==> config.mk <==
export PLATFORM = sky130hd
export DESIGN_NAME = multicycle_control_unit
export DESIGN_NICKNAME = d
export VERILOG_FILES = /design/src/rtl/multicycle_control_unit.sv
export SDC_FILE = /design/constraint.sdc
export NUM_CORES = 1
export LEC_CHECK = 0
export CORE_AREA = 2 2 94 78
export CTS_BUF_LIST = sky130_fd_sc_hd__clkbuf_8
export DETAILED_ROUTE_END_ITERATION = 8
export DIE_AREA = 0 0 96 80
export PLACE_DENSITY_LB_ADDON = 0.05
export SLEW_MARGIN = 0
export SYNTH_ARGS = -nofsm -noshare
export SYNTH_HDL_FRONTEND = slang
export SYNTH_SLANG_ARGS = --single-unit
==> constraint.sdc <==
create_clock -name clk -period 2.4 [get_ports clk]
set_clock_uncertainty 0.05 [all_clocks]
set_input_delay 0.72 -clock clk [delete_from_list [all_inputs] [get_ports clk]]
set_output_delay 0.72 -clock clk [all_outputs]
set_load 0.05 [all_outputs]
==> src/rtl/multicycle_control_unit.sv <==
// Multi-cycle control sequencer: FETCH/DECODE/EXEC/MEM/WB with memory wait-state timeout and retire counter.
// Build option CTRL_ILLEGAL_TRAP_EN: illegal ops halt the core; otherwise they retire as NOPs.
module multicycle_control_unit #(
  parameter int OPCODE_W = 5,
  parameter int FUNCT_W  = 4,
  parameter int WAIT_MAX = 15,
  parameter int CNT_W    = 32
) (
  input  logic                clk,
  input  logic                reset,
  input  logic [OPCODE_W-1:0] opcode,
  input  logic [FUNCT_W-1:0]  funct,
  input  logic                imem_ready,
  input  logic                dmem_ready,
  output logic                ifetch_req,
  output logic                ir_write,
  output logic                reg_d,
  output logic                alu_src,
  output logic                mem_read,
  output logic                mem_write,
  output logic                mem_to_reg,
  output logic                reg_write,
  output logic                branch,
  output logic [3:0]          alu_op,
  output logic                stack_push,
  output logic                stack_pop,
  output logic                sp_write,
  output logic                pc_write,
  output logic [2:0]          state,
  output logic [CNT_W-1:0]    retired,
  output logic                bus_error,
  output logic                illegal
);

`ifdef CTRL_ILLEGAL_TRAP_EN
  localparam bit TRAP_EN = 1'b1;
`else
  localparam bit TRAP_EN = 1'b0;
`endif

  localparam int WCW = (WAIT_MAX < 1) ? 1 : $clog2(WAIT_MAX + 1);
  localparam logic [WCW-1:0] WAIT_LIM = WCW'(WAIT_MAX);

  typedef enum logic [2:0] {
    S_FETCH  = 3'd0,
    S_DECODE = 3'd1,
    S_EXEC   = 3'd2,
    S_MEM    = 3'd3,
    S_WB     = 3'd4,
    S_HALT   = 3'd5
  } state_t;

  typedef struct packed {
    logic       ill;
    logic       reg_d;
    logic       alu_src;
    logic       mem_read;
    logic       mem_write;
    logic       mem_to_reg;
    logic       reg_write;
    logic       branch;
    logic       stack_push;
    logic       stack_pop;
    logic [3:0] alu_op;
  } dec_t;

  // An illegal op decodes to all-zero controls, which is exactly the NOP behaviour.
  function automatic dec_t decode_op(input logic [4:0] op, input logic [3:0] fn,
                                     input logic hi_bad);
    dec_t d;
    d = '0;
    case (op) inside
      5'd0: begin
        d.reg_d     = 1'b1;
        d.reg_write = 1'b1;
        case (fn)
          4'd0:    d.alu_op = 4'b0000;
          4'd1:    d.alu_op = 4'b1010;
          4'd2:    d.alu_op = 4'b0001;
          4'd3:    d.alu_op = 4'b1001;
          4'd4:    d.alu_op = 4'b0010;
          4'd5:    d.alu_op = 4'b0011;
          4'd6:    d.alu_op = 4'b0100;
          4'd7:    d.alu_op = 4'b0110;
          4'd8:    d.alu_op = 4'b0101;
          default: d.ill    = 1'b1;
        endcase
      end
      [5'd1:5'd9]: begin
        d.alu_src   = 1'b1;
        d.reg_write = 1'b1;
        case (op)
          5'd1:    d.alu_op = 4'b0000;
          5'd2:    d.alu_op = 4'b1010;
          5'd3:    d.alu_op = 4'b0001;
          5'd4:    d.alu_op = 4'b1001;
          5'd5:    d.alu_op = 4'b0010;
          5'd6:    d.alu_op = 4'b1011;
          5'd7:    d.alu_op = 4'b0100;
          5'd8:    d.alu_op = 4'b0110;
          5'd9:    d.alu_op = 4'b0101;
          default: d.alu_op = 4'b0000;
        endcase
      end
      5'd10, 5'd12: begin
        d.alu_src    = 1'b1;
        d.mem_read   = 1'b1;
        d.mem_to_reg = 1'b1;
        d.reg_write  = 1'b1;
      end
      5'd11, 5'd13: begin
        d.alu_src   = 1'b1;
        d.mem_write = 1'b1;
      end
      [5'd14:5'd17]: begin
        d.branch = 1'b1;
        d.alu_op = 4'b0111;
      end
      5'd18: d.stack_push = 1'b1;
      5'd19: begin
        d.stack_pop  = 1'b1;
        d.mem_to_reg = 1'b1;
        d.reg_write  = 1'b1;
      end
      5'd22: begin
        d.alu_src   = 1'b1;
        d.reg_write = 1'b1;
      end
      default: d.ill = 1'b1;
    endcase
    if (hi_bad || d.ill) begin
      d     = '0;
      d.ill = 1'b1;
    end
    return d;
  endfunction

  function automatic logic is_illegal(input logic [4:0] op, input logic [3:0] fn,
                                      input logic hi_bad);
    dec_t d;
    d = decode_op(op, fn, hi_bad);
    return d.ill;
  endfunction

  state_t         state_q, state_n;
  logic [4:0]     op_q;
  logic [3:0]     fn_q;
  logic           hi_q;
  logic [WCW-1:0] wait_cnt;
  logic           set_bus_error, set_illegal;
  logic           raw_hi_bad, raw_illegal, mem_class;
  dec_t           dec_q;

  // Extra opcode/funct bits beyond the base encoding make any instruction illegal.
  assign raw_hi_bad  = ((opcode >> 5) != '0) || ((funct >> 4) != '0);
  assign raw_illegal = is_illegal(opcode[4:0], funct[3:0], raw_hi_bad);
  assign dec_q       = decode_op(op_q, fn_q, hi_q);
  assign mem_class   = ~dec_q.ill & (dec_q.mem_read | dec_q.mem_write |
                                     dec_q.stack_push | dec_q.stack_pop);
  assign state       = state_q;

  always_ff @(posedge clk) begin
    if (reset) begin
      state_q   <= S_FETCH;
      op_q      <= '0;
      fn_q      <= '0;
      hi_q      <= 1'b0;
      wait_cnt  <= '0;
      retired   <= '0;
      bus_error <= 1'b0;
      illegal   <= 1'b0;
    end else begin
      state_q <= state_n;
      // Counter restarts on every state change, so it is zero on FETCH and MEM entry.
      if (state_n != state_q)
        wait_cnt <= '0;
      else if (state_q == S_FETCH || state_q == S_MEM)
        wait_cnt <= wait_cnt + 1'b1;
      if (state_q == S_DECODE) begin
        op_q <= opcode[4:0];
        fn_q <= funct[3:0];
        hi_q <= raw_hi_bad;
      end
      if (set_bus_error) bus_error <= 1'b1;
      if (set_illegal)   illegal   <= 1'b1;
      if (state_q == S_WB) retired <= retired + 1'b1;
    end
  end

  always_comb begin
    state_n       = state_q;
    set_bus_error = 1'b0;
    set_illegal   = 1'b0;
    ifetch_req    = 1'b0;
    ir_write      = 1'b0;
    reg_d         = 1'b0;
    alu_src       = 1'b0;
    mem_read      = 1'b0;
    mem_write     = 1'b0;
    mem_to_reg    = 1'b0;
    reg_write     = 1'b0;
    branch        = 1'b0;
    alu_op        = 4'b0000;
    stack_push    = 1'b0;
    stack_pop     = 1'b0;
    sp_write      = 1'b0;
    pc_write      = 1'b0;
    // Datapath steering levels are driven from EXEC through WB; strobes only in their own state.
    if (state_q == S_EXEC || state_q == S_MEM || state_q == S_WB) begin
      reg_d      = dec_q.reg_d;
      alu_src    = dec_q.alu_src;
      mem_to_reg = dec_q.mem_to_reg;
      branch     = dec_q.branch;
      alu_op     = dec_q.alu_op;
    end
    if (state_q == S_MEM || state_q == S_WB) begin
      stack_push = dec_q.stack_push;
      stack_pop  = dec_q.stack_pop;
    end
    case (state_q)
      S_FETCH: begin
        ifetch_req = 1'b1;
        ir_write   = imem_ready;
        if (imem_ready) begin
          state_n = S_DECODE;
        end else if (wait_cnt == WAIT_LIM) begin
          set_bus_error = 1'b1;
          state_n       = S_HALT;
        end
      end
      S_DECODE: begin
        if (TRAP_EN && raw_illegal) begin
          set_illegal = 1'b1;
          state_n     = S_HALT;
        end else begin
          state_n = S_EXEC;
        end
      end
      S_EXEC: state_n = mem_class ? S_MEM : S_WB;
      S_MEM: begin
        mem_read  = dec_q.mem_read | dec_q.stack_pop;
        mem_write = dec_q.mem_write | dec_q.stack_push;
        if (dmem_ready) begin
          state_n = S_WB;
        end else if (wait_cnt == WAIT_LIM) begin
          set_bus_error = 1'b1;
          state_n       = S_HALT;
        end
      end
      S_WB: begin
        reg_write = dec_q.reg_write;
        sp_write  = dec_q.stack_push | dec_q.stack_pop;
        pc_write  = 1'b1;
        state_n   = S_FETCH;
      end
      S_HALT:  state_n = S_HALT;
      default: state_n = S_FETCH;
    endcase
  end

endmodule

; ---- Word-level counts from Yosys, hierarchy flattened
; Memories as Yosys holds them, arrays and structs flattened. A register that Yosys moved wholly into a read port is not among the register bits.
; Index checks and enable logic that the tools add are counted.
; W data, S select, Z words.
[word_totals]
n_memories = 1
wordCells = 142
inputBits = 13
output_inout_bits = 54
regBits = 49
mem_bits_ro = 64
[memory_table]
columns = name, words, word_bits, read_ports, rd_ports_with_merged_regs, write_ports, line_no
row1 = (name not given), 16, 4, 1, 1, 0, 92  ; case (op)
[op_classes]
n_eq_ne = 22
n_mux = 86
bitwise = 8
order_cmp = 4
addsub = 2
reduce_logical = 13
[op_table]
columns = op, n
row1 = $mux W1, 69
row2 = $add A32 B1 Y32 const B, 1
row3 = $pmux W4 S8, 1
row4 = $mux W4, 6
row5 = $mux W3, 7
row6 = $eq A5 B4 Y1 const B, 4
row7 = $eq A4 B3 Y1 const B, 4
row8 = $eq A5 B5 Y1 const B, 3
row9 = $pmux W3 S5, 1
row10 = $mux W14, 1
row11 = $reduce_or A9 Y1, 1
row12 = $eq A4 B2 Y1 const B, 2
row13 = $eq A4 B4 Y1 const B, 2
row14 = $eq A3 B2 Y1 const B, 2
row15 = $eq A3 B3 Y1 const B, 2
row16 = $or A1 B1 Y1, 6
row17 = $reduce_or A2 Y1, 3
row18 = $ge A5 B1 Y1 const B, 1
row19 = $ge A5 B4 Y1 const B, 1
row20 = $le A5 B4 Y1 const B, 1
row21 = $le A5 B5 Y1 const B, 1
row22 = $logic_not A5 Y1, 1
row23 = $add A4 B1 Y4 const B, 1
row24 = $eq A4 B1 Y1 const B, 1
row25 = other kinds (9), 13

; ---- Longest topological paths before layout
[depth]
word_depth = 18
ltp_mapped = 10
depth_no_buf = 8

; ---- Least setup slack after synthesis
; No wires, ideal clock.
[synth_path]
path_type = register to output
startpoint = reg state_q[1], in the netlist state[1]
endpoint = out ir_write
path_slack_ns = -0.982
t_arrival_ns = 2.612
stages_incl_launch_ff = 5
required_time_ns = 1.630
path_buffers = 2
cell_sequence = dfxtp_1 buf_2 buf_1 nor3_1 and2_1
[synth_via]
elab_chain_cells = 2
[synth_lines]
columns = item, line_no
row1 = start: declaration, 145  ; state_t state_q, state_n;
row2 = start signal: assignment, 173  ; state_q <= state_n;
row3 = $logic_not A3 Y1, 220  ; case (state_q)
row4 = $mux W1, 220
row5 = end: declaration, 16  ; output logic ir_write,
; No other way between the ends.

; ---- Final worst setup path
[layout_path]
startpoint = reg op_q[0]
endpoint = out alu_op[3]
[layout_via]
elab_chain_cells = 11
word_cells_on_any_way = 28
cone_classes = 4 x order compare / 7 x eq/ne / 12 x mux / 5 x reduce/logical
[layout_lines]
columns = item, line_no
row1 = start: declaration, 146  ; logic [4:0] op_q;
row2 = start signal: assignment, 180  ; op_q <= opcode[4:0];
row3 = $eq A5 B5 Y1, 157  ; assign dec_q = decode_op(op_q, fn_q, hi_q);
row4 = $mux W1 (8 in a row), 72  ; case (op) inside
row5 = $mux W14 (*), 131  ; if (hi_bad || d.ill) begin
row6 = $mux W4 (*), 209  ; if (state_q == S_EXEC || state_q == S_MEM || state_q == S_WB) begin
row7 = end: declaration, 24  ; output logic [3:0] alu_op,
; Every way passes the cells marked *; elsewhere a longest branch is shown, timed or not.

==> summary.txt <==
Run status
  – Outcome: finished with violations
  – Violated checks: negative setup slack

CTS
  – H-tree Lvls: 2
  – Clk sinks: 53
  – Worst-Skew Late Latency: 0.31 ns
  – CTS tree: yes
  – Cts bufs inserted: 5
  – CTS Buffer Depth: 2
  – Clock slew at reported path FFs: 0.10 ns
  – CTS Hold Bufs: 0
  – CTS root buf: clkbuf_8

Logic synthesis
  – Syn Nets: between 400 and 500
  – Synth Area per Inst: 8.20 um2
  – Cells after synthesis: 384
  – Yosys top cell area share: about a third
  – Top FF cell, synth: dfxtp_1
  – Top cells by count, synth: dfxtp_1 (53), nor2_1 (48), a21oi_1 (23)
  – #FFs+latches synth: 53
  – Cell variety after synth: 61
  – Synth Cell Area: 3150 um2
  – Cell taking the most area after synthesis: dfxtp_1
  – Dominant cell by count in the synthesized netlist: dfxtp_1
  – Number of flops mapped to enable cells by yosys: 0
  – Post-synth ARST share: 0%
  – Synth area leaders: dfxtp_1 (34%), nor2_1 (5.7%), a21oi_1 (3.7%), mux2i_1 (3.5%), nor3_1 (3.3%)
  – Post-synthesis sequential area ratio: 33.7%
  – Yosys warning count: 0

Critical path
  – Endpoint type of the worst setup path: output pin
  – Most frequent cell on the critical path: or3_4
  – Crit path largest cell delay: 0.50 ns
  – R2r startpoint: state[2]$_SDFF_PP0_
  – Startpoint Class: register
  – R2R cell count: 9
  – Data required time at the worst endpoint: 1.63 ns
  – Reg2reg setup slack: about 0.20 ns
  – Worst Path Max Fanout: 3
  – Arr. time, crit path: 2.17 ns
  – Slowest cell on crit path: or4b_4
  – Crit Path Class: register to output pin
  – Crit path cell chain: or3_4 -> or3_4 -> or4b_4 -> a21oi_4 -> buf_12

Finish
  – Area growth syn-to-layout: 45.1%
  – ANT cells: 0
  – Reg area: 1070 um2
  – Area of the multi-input gates: between 2000 and 2500 um2
  – Layout Utilization: approximately 68%
  – Final #Nets: 488
  – Layout cell share with drive strength beyond 1: 28.1%
  – Fill count: approximately 560

STA
  – RSZ-0062 raised after global routing: yes
  – Least-Margin Pin Slew: roughly 0.56 ns
  – Fmax: 0.340 GHz
  – Min Tclk post-route: 2.94 ns
  – Final Hold Vio Count: 0
  – Setup WS post-layout: -0.537 ns
  – Slew headroom: 62.1%
  – # setup viols final: 13
  – Tcrit/Tclk final: 122%
  – Post-Route Setup TNS: -2.98 ns
  – Max-slew violation count: 0

Routing
  – DRT iter0 DRCs: about 130
  – Drt wl/cell: 15.0 um
  – DR DRC count: 0
  – Post-Route WL: 8.35 mm
  – First-pass iteration count of the detailed router: 4
  – Routed vias: 3103
  – Post-route ant nets: 0
  – Vias/cell: 5.58

Min path
  – WHS Path Cells: 2
  – HP Class: register to register
  – Min-Delay Endpoint: bus_error$_SDFFE_PP0P_
  – HP Start: bus_error$_SDFFE_PP0P_

Global routing
  – Initial antenna violation count: 0
  – Vias in the first global route: 2849
  – Total track usage: 22.0%
  – Pin count of the biggest net entering global routing: 48
  – First-pass GRT wire length: 13.5 mm
  – Grt total ovfl: 0

Placement
  – Pre-CTS WS: -0.208 ns
  – Final RePlAce weighted congestion: between 0.8 and 0.9
  – Final HPWL DP: 5.69 mm
  – Port bufs: 65

Floorplanning
  – Row cnt: 27
  – Die Ht: 80 um
  – Core area: a little under 7000 um2
  – Die area: 7680 um2
  – Die X: 96 um
  – Starting Density: 46.8%
  – # IOs: 67

Pwr
  – Int Power: 0.00140 W
  – Total power: 0.00205 W
  – Net switching power figure: ~0.00065 W
  – Sequential Power Share: 45.3%
  – PD cells: 449 nW/um2
  – Clock share of power: around a quarter
  – Gate power share: 29.3%
  – Worst vdd ir: 206 uV
  – Leakage power total: 1.80 nW
  – Sw Ratio: a little under a third

Flow run
  – MaxCap Viol Count: 0
-- cell type report --
type                       count  area share, %
multi-input combinational    296           47.2
timing repair buffer         103           24.0
sequential                    53           23.4
tap                           87           2.38
clock buffer                   6           1.81
inverter                      10           1.10
clock inverter                 1         0.0822
-- worst max path at each step --
| stage | startpoint | slack (ns) | to |
|---|---|---|---|
| final | op_q[0]$_SDFFE_PP0N_ | -0.54 | alu_op[3] |
| after detailed placement | op_q[0]$_SDFFE_PP0N_ | -0.21 | alu_op[3] |
| after CTS | op_q[0]$_SDFFE_PP0N_ | -0.55 | alu_op[3] |
| after global placement | op_q[0]$_SDFFE_PP0N_ | -0.20 | alu_op[3] |
| after floorplan | op_q[0]$_SDFFE_PP0N_ | -0.25 | alu_op[3] |
| after global routing | op_q[0]$_SDFFE_PP0N_ | -0.58 | alu_op[3] |
-- worst max-delay path: cells and delay by family (launching register included) --
family	cells	cell delay (ns)
flops	1	0.33
simple gates	3	1.23
buf+inv	1	0.15
compound gates	1	0.16
-- metal layers --
metal	up-vias	track usage, %	routed length [um]
met5	-	0	0
met4	0	6.57	93
met1	1477	30.8	4030
li1	1558	-	-
met3	10	3.78	299
met2	58	34.5	3930
-- flip-flops by register name, summed over array words and instances, names as in the netlist, named ones only --
register   cells
retired       32
wait_cnt       4
op_q           5
fn_q           4
state          3
bus_error      1
-- metrics by stage --
stage	cells	instance area, um2	hold slack (ns)
2_1_floorplan	384	3320	0.464
3_3_place_gp	541	4280	0.406
3_5_place_dp	541	4280	0.419
4_1_cts	555	4510	0.445
5_1_grt	556	4570	0.476
6_report	556	4570	0.442
-- power groups by stage --
stage	Clock (W)	Sequential [W]	Combinational, W
after floorplan	0	0.000967	0.000340
after global routing	0.000565	0.000931	0.000641
after CTS	0.000534	0.000927	0.000581
after global placement	0	0.000945	0.000520
final	0.000521	0.000928	0.000602
after detailed placement	0	0.000947	0.000528
-- cells by family after synthesis --
| group | share of synthesized area, % |
|---|---|
| adder cells (fa/ha/maj) | 2.70 |
| multiplexers | 6.36 |
| buffers and inverters | 5.52 |
| flip-flops | 33.7 |
| AO/OA/AOI/OAI | 14.3 |
| other | 0.119 |
| XOR/XNOR | 4.45 |
| AND/OR/NAND/NOR | 32.9 |
-- repair_timing --
item,4_1_cts,5_1_grt
setup endpoints to repair,16,23
resized for setup,25,13
pin swaps,5,2
setup buffers,7,1
-- layout by cell type, fill, tap and decap left out, types with 4 or more instances in the layout --
cell type,count
a21oi_1,20
and3_1,6
and4_1,5
buf_12,15
buf_4,43
buf_6,7
clkbuf_8,6
clkdlybuf4s50_1,29
dfxtp_1,49
dlymetal6s2s_1,6
ha_1,6
inv_1,10
mux2_2,7
mux2i_1,11
nand2_1,18
nand2b_1,6
nand3_1,10
nand4_1,10
nor2_1,41
nor2_4,4
nor2b_1,13
nor3_1,18
o21ai_0,10
o31ai_1,8
or3_1,6
or4_1,9
xnor2_1,6
xor2_1,9
No activity file was read; power rests on OpenSTA's default activity.
